[src/rtl/mem_fill_ctrl_if.sv]
// Cache-side request/burst bus and CPU write port of the main-memory fill controller.
interface mem_fill_ctrl_if;
   logic       REQ;
   logic [5:0] BA;
   logic [1:0] WI;
   logic       WR;
   logic [7:0] WA;
   logic [7:0] WD;
   logic       ACK;
   logic       BUSY;
   logic       MV;
   logic [7:0] MD;
   logic [1:0] LA;
   logic       DONE;

   modport master (
      output REQ, BA, WI, WR, WA, WD,
      input  ACK, BUSY, MV, MD, LA, DONE
   );

   modport slave (
      input  REQ, BA, WI, WR, WA, WD,
      output ACK, BUSY, MV, MD, LA, DONE
   );
endinterface

[src/rtl/mem_fill_ctrl.sv]
// Main-memory fill controller: returns a 4-word block as a timed burst from a 256x8 array.
// Optional critical-word-first ordering is enabled by defining MEM_CWF_EN.
//
// state  | meaning
// IDLE   | waiting for REQ, BUSY low
// WAIT   | per-beat latency down-counter running
// XFER   | edge at end of this cycle loads one beat (MV/MD/LA)
// FIN    | edge at end of this cycle loads DONE and drops BUSY
module mem_fill_ctrl #(
   parameter int unsigned WAIT_CYC = 2
) (
   input logic            T2,
   input logic            CLR,
   mem_fill_ctrl_if.slave bus
);

   typedef enum logic [1:0] {
      S_IDLE = 2'd0,
      S_WAIT = 2'd1,
      S_XFER = 2'd2,
      S_FIN  = 2'd3
   } state_t;

   localparam logic [2:0] WAIT_INIT = 3'(WAIT_CYC);

`ifdef MEM_CWF_EN
   localparam logic [1:0] START_MASK = 2'b11;
`else
   localparam logic [1:0] START_MASK = 2'b00;
`endif

   state_t     state_q, state_d;
   logic [2:0] cnt_q, cnt_d;
   logic [5:0] ba_q, ba_d;
   logic [1:0] idx_q, idx_d;
   logic [1:0] beat_q, beat_d;
   logic       ack_q, ack_d;
   logic       busy_q, busy_d;
   logic       mv_q, mv_d;
   logic [7:0] md_q, md_d;
   logic [1:0] la_q, la_d;
   logic       done_q, done_d;
   logic [7:0] mem_q [256];
   logic [7:0] rd_data;

   // Read sees the pre-edge contents, so a same-edge write yields the old word.
   assign rd_data = mem_q[{ba_q, idx_q}];

   always_comb begin
      state_d = state_q;
      cnt_d   = cnt_q;
      ba_d    = ba_q;
      idx_d   = idx_q;
      beat_d  = beat_q;
      ack_d   = 1'b0;
      busy_d  = busy_q;
      mv_d    = 1'b0;
      md_d    = md_q;
      la_d    = la_q;
      done_d  = 1'b0;

      case (state_q)
         S_IDLE: begin
            if (bus.REQ) begin
               ba_d   = bus.BA;
               idx_d  = bus.WI & START_MASK;
               beat_d = 2'd0;
               ack_d  = 1'b1;
               busy_d = 1'b1;
               if (WAIT_CYC == 0) begin
                  state_d = S_XFER;
               end else begin
                  state_d = S_WAIT;
                  cnt_d   = WAIT_INIT;
               end
            end
         end
         S_WAIT: begin
            cnt_d = cnt_q - 3'd1;
            if (cnt_q == 3'd1) begin
               state_d = S_XFER;
            end
         end
         S_XFER: begin
            mv_d = 1'b1;
            md_d = rd_data;
            la_d = idx_q;
            if (beat_q == 2'd3) begin
               state_d = S_FIN;
            end else begin
               beat_d = beat_q + 2'd1;
               idx_d  = idx_q + 2'd1;
               if (WAIT_CYC == 0) begin
                  state_d = S_XFER;
               end else begin
                  state_d = S_WAIT;
                  cnt_d   = WAIT_INIT;
               end
            end
         end
         S_FIN: begin
            done_d  = 1'b1;
            busy_d  = 1'b0;
            state_d = S_IDLE;
         end
         default: begin
            state_d = S_IDLE;
         end
      endcase
   end

   always_ff @(posedge T2) begin
      if (!CLR) begin
         state_q <= S_IDLE;
         cnt_q   <= 3'd0;
         ba_q    <= 6'd0;
         idx_q   <= 2'd0;
         beat_q  <= 2'd0;
         ack_q   <= 1'b0;
         busy_q  <= 1'b0;
         mv_q    <= 1'b0;
         md_q    <= 8'h00;
         la_q    <= 2'd0;
         done_q  <= 1'b0;
         for (int i = 0; i < 256; i++) begin
            mem_q[i] <= 8'(i);
         end
      end else begin
         state_q <= state_d;
         cnt_q   <= cnt_d;
         ba_q    <= ba_d;
         idx_q   <= idx_d;
         beat_q  <= beat_d;
         ack_q   <= ack_d;
         busy_q  <= busy_d;
         mv_q    <= mv_d;
         md_q    <= md_d;
         la_q    <= la_d;
         done_q  <= done_d;
         if (bus.WR) begin
            mem_q[bus.WA] <= bus.WD;
         end
      end
   end

   assign bus.ACK  = ack_q;
   assign bus.BUSY = busy_q;
   assign bus.MV   = mv_q;
   assign bus.MD   = md_q;
   assign bus.LA   = la_q;
   assign bus.DONE = done_q;

endmodule

[src/flat_wrapper.sv]
// flat-port wrapper written by rule: the top's interface ports become plain ports
module mem_fill_ctrl_flat 
#(
   parameter int unsigned WAIT_CYC = 2
)
  (T2, CLR, bus_REQ, bus_BA, bus_WI, bus_WR, bus_WA, bus_WD, bus_ACK, bus_BUSY, bus_MV, bus_MD, bus_LA, bus_DONE);
  mem_fill_ctrl_if bus_i ();
  input logic T2;
  input logic CLR;
  input wire logic [$bits(bus_i.REQ)-1:0] bus_REQ;
  input wire logic [$bits(bus_i.BA)-1:0] bus_BA;
  input wire logic [$bits(bus_i.WI)-1:0] bus_WI;
  input wire logic [$bits(bus_i.WR)-1:0] bus_WR;
  input wire logic [$bits(bus_i.WA)-1:0] bus_WA;
  input wire logic [$bits(bus_i.WD)-1:0] bus_WD;
  output wire logic [$bits(bus_i.ACK)-1:0] bus_ACK;
  output wire logic [$bits(bus_i.BUSY)-1:0] bus_BUSY;
  output wire logic [$bits(bus_i.MV)-1:0] bus_MV;
  output wire logic [$bits(bus_i.MD)-1:0] bus_MD;
  output wire logic [$bits(bus_i.LA)-1:0] bus_LA;
  output wire logic [$bits(bus_i.DONE)-1:0] bus_DONE;
  assign bus_i.REQ = bus_REQ;
  assign bus_i.BA = bus_BA;
  assign bus_i.WI = bus_WI;
  assign bus_i.WR = bus_WR;
  assign bus_i.WA = bus_WA;
  assign bus_i.WD = bus_WD;
  assign bus_ACK = bus_i.ACK;
  assign bus_BUSY = bus_i.BUSY;
  assign bus_MV = bus_i.MV;
  assign bus_MD = bus_i.MD;
  assign bus_LA = bus_i.LA;
  assign bus_DONE = bus_i.DONE;
  mem_fill_ctrl #(.WAIT_CYC(WAIT_CYC)) u_core (.T2(T2), .CLR(CLR), .bus(bus_i));
endmodule
[config.mk]
export PLATFORM = sky130hd
export DESIGN_NAME = mem_fill_ctrl_flat
export DESIGN_NICKNAME = d
export VERILOG_FILES = /design/src/rtl/mem_fill_ctrl_if.sv /design/src/rtl/mem_fill_ctrl.sv /design/src/flat_wrapper.sv
export SDC_FILE = /design/constraint.sdc
export NUM_CORES = 2
export LEC_CHECK = 0
export BUFFER_PORTS_ARGS = -buffer_cell sky130_fd_sc_hd__buf_4
export CAP_MARGIN = 10
export CORE_MARGIN = 3
export CORE_UTILIZATION = 33
export DETAILED_ROUTE_END_ITERATION = 8
export GPL_ROUTABILITY_DRIVEN = 0
export SYNTH_ARGS = -nofsm -noshare
export SYNTH_HDL_FRONTEND = slang
export SYNTH_SLANG_ARGS = --single-unit
[constraint.sdc]
create_clock -name T2 -period 5.58 [get_ports T2]
set_input_delay 0.837 -clock T2 [delete_from_list [all_inputs] [get_ports T2]]
set_output_delay 0.837 -clock T2 [all_outputs]
set_load 0.1 [all_outputs]
==> flow_summary.json <==
{
  "setup_ws_ps": 896,
  "crit_buf_inv": 2,
  "whs_ps": 221,
  "post_drt_wl_per_cell_um": 27.8,
  "ir_worst_vdd_mv": 0.273,
  "crit_chain": "nand3_1, buf_4, o22ai_1, nor3_1, o31ai_1, nand3_1, nor4_1, buf_4, a221o_1",
  "crit_family": "simple AND/OR/NAND/NOR gates",
  "netlist_area_sq_mm": 0.0965,
  "pre_cts_ws_ps": 1080,
  "antenna_found_initial": 29,
  "die_w_um": 547,
  "finalCritPeriodShare_pct": 83.9,
  "drive_gt1_share_pct": 17.4,
  "io_pins": 42,
  "total_power_uw": 34400,
  "fp-row-count": 197,
  "post-route-min-period_ps": 4680,
  "viasPerCell": 5.75,
  "die_h_um": 547,
  "cts.path.max_buffers": 3,
  "cts_buffers": 221,
  "synthCells": 6868,
  "area.growth.synth_to_final_pct": 12.7,
  "slew_headroom_pct": 15.5,
  "cts.sinks": 2077,
  "place_hpwl_um": 184000,
  "final_cell_mix": "edfxtp_1 (2048), or3_1 (775), and3_1 (510), buf_4 (434), and2_1 (400)",
  "critPathLaunchType": "flip-flop",
  "dpl-instance-area_sq_mm": 0.102,
  "path_clk_slew_ps": 60,
  "yosysUniqueCellTypes": 70,
  "cts-root-buf": "clkbuf_16",
  "dieArea_sq_mm": 0.299,
  "skew_ps": 78.5,
  "path_class": "reg -> reg",
  "grt_overflow_total": 0,
  "drc": 0,
  "design_area_sq_mm": 0.109,
  "vias": 62100,
  "crit_required_ps": 6400,
  "tns_ps": 0,
  "p_leak_uw": 0.0351,
  "grt_pass1_wl_um": 435000,
  "fin_nets": 6759,
  "cts_htree_levels": 4,
  "first_pass_iters": 6,
  "setup-violations-final": 0,
  "first_global_vias": 61300,
  "cpPeakStageDelay_ps": 950,
  "routed_wl_um": 300000,
  "timing.rr.start": "u_core.idx_q[1]",
  "grtUsageTotal_pct": 19.5,
  "critPathCaptureType": "flip-flop",
  "cap_violations": 0,
  "coreArea_sq_mm": 0.290,
  "tightestPinTransition_ps": 1250,
  "cts_tree": "done",
  "min_from": "bus_BA[3]",
  "final_common_cell": "edfxtp_1",
  "drv_slew": 0,
  "post_cts_resized": 0,
  "ant_nets": 0,
  "rsz0062_at_grt": "false",
  "fmax_mhz": 213,
  "critical_path.max_fanout": 39,
  "first_iter_violations": 8160,
  "hold_violations": 0,
  "ys_seq_area_share_pct": 64.3,
  "yosys_register_bits": 2077,
  "grt_max_degree": 140,
  "synth-async-reset-ratio_pct": 0,
  "outcome": "complete, no violations",
  "critPathArrivalTime_ps": 5510,
  "ys_warn_count": 0,
  "synthFlopType": "edfxtp_1",
  "port-buffer-count": 39,
  "post-cts-setup-buffers": 0,
  "slowest_stage": "nor4_1",
  "powerDensity_mw_per_mm2": 316,
  "start_util_pct": 33.3,
  "cts_hold_buffers": 0,
  "syn_nets": 6899,
  "synth_edf_count": 2048,
  "syn_area_per_cell_sq_um": 14.0,
  "clock_latency_ps": 880,
  "hold_class": "in -> reg",
  "critPathLaunch": "u_core.idx_q[1]"
}
## worst min-delay path, cell delays in order
cell     delay (ps)
buf_4            70
mux2i_1          50
nor2b_1          90
## cell families after synthesis
| logic type | count (synthesis) | synth area share, % |
|---|---|---|
| DFF | 2077 | 64.3 |
| and+or+nand+nor | 2543 | 15.0 |
| AOI/OAI and AO/OA | 704 | 4.56 |
| muxes | 687 | 11.9 |
| buffers and inverters | 854 | 4.12 |
| adders and majority gates | 3 | 0.0389 |
## power breakdown
group	internal (uW)	total, uW	switching, uW
Clock	7910	14200	6260
Combinational	603	2090	1490
Sequential	17900	18100	241
## sequential cells by signal, indices dropped and copies added, names as in the netlist
name             count
u_core.bus.MD        8
u_core.bus.DONE      1
u_core.ba_q          6
u_core.idx_q         2
u_core.bus.LA        2
u_core.mem_q      2048
u_core.bus.ACK       1
u_core.bus.MV        1
u_core.cnt_q         3
u_core.beat_q        2
u_core.state_q       2
u_core.bus.BUSY      1
## stage by stage
| stage | utilization [%] | std cells |
|---|---|---|
| floorplan | - | 6868 |
| global placement | 35.1 | 10400 |
| detailed placement | 35.1 | 10400 |
| CTS | 37.5 | 10800 |
| global route | 37.5 | 10800 |
| finish | 37.5 | 10800 |
## cell usage after synthesis (all sizes together) (47+ instances only)
cell	n	area, sq um
a21oi	52	260
nor2	159	597
edfxtp	2048	61500
buf	157	1320
o22ai	124	776
clkbuf	687	2600
or3	775	4850
and3	510	3190
mux2i	322	3220
o21ai	288	1440
a22oi	82	616
o221ai	47	424
nand2	230	863
nand3	224	1120
mux4	364	8270
and2	402	2510
nor3	163	816
## metal layers
layer | wire [um] | global-route usage (%)
met5 | 55 | 0
met4 | 13300 | 8.20
met3 | 26500 | 3.38
met2 | 142000 | 31.3
met1 | 118000 | 26.2
## layout make-up
type | instances | area [sq um]
inverter | 7 | 37.5
sequential | 2077 | 62100
tap | 3880 | 4850
antenna | 7 | 17.5
fill | 26900 | 181000
clock buffer | 277 | 5760
clock inverter | 134 | 1130
multi-input combinational | 3937 | 30800
timing repair buffer | 484 | 4020
## worst paths after layout
check | to | slack, ps | depth (start not counted)
worst min register to register | u_core.cnt_q[1] | 500 | 1
worst min-delay path | u_core.ba_q[3] | 220 | 3
worst max-delay path | u_core.bus.MD[2] | 900 | 9
worst max register to register | u_core.bus.MD[2] | 900 | 9
Note: power is estimated with default switching activity, not from simulation.
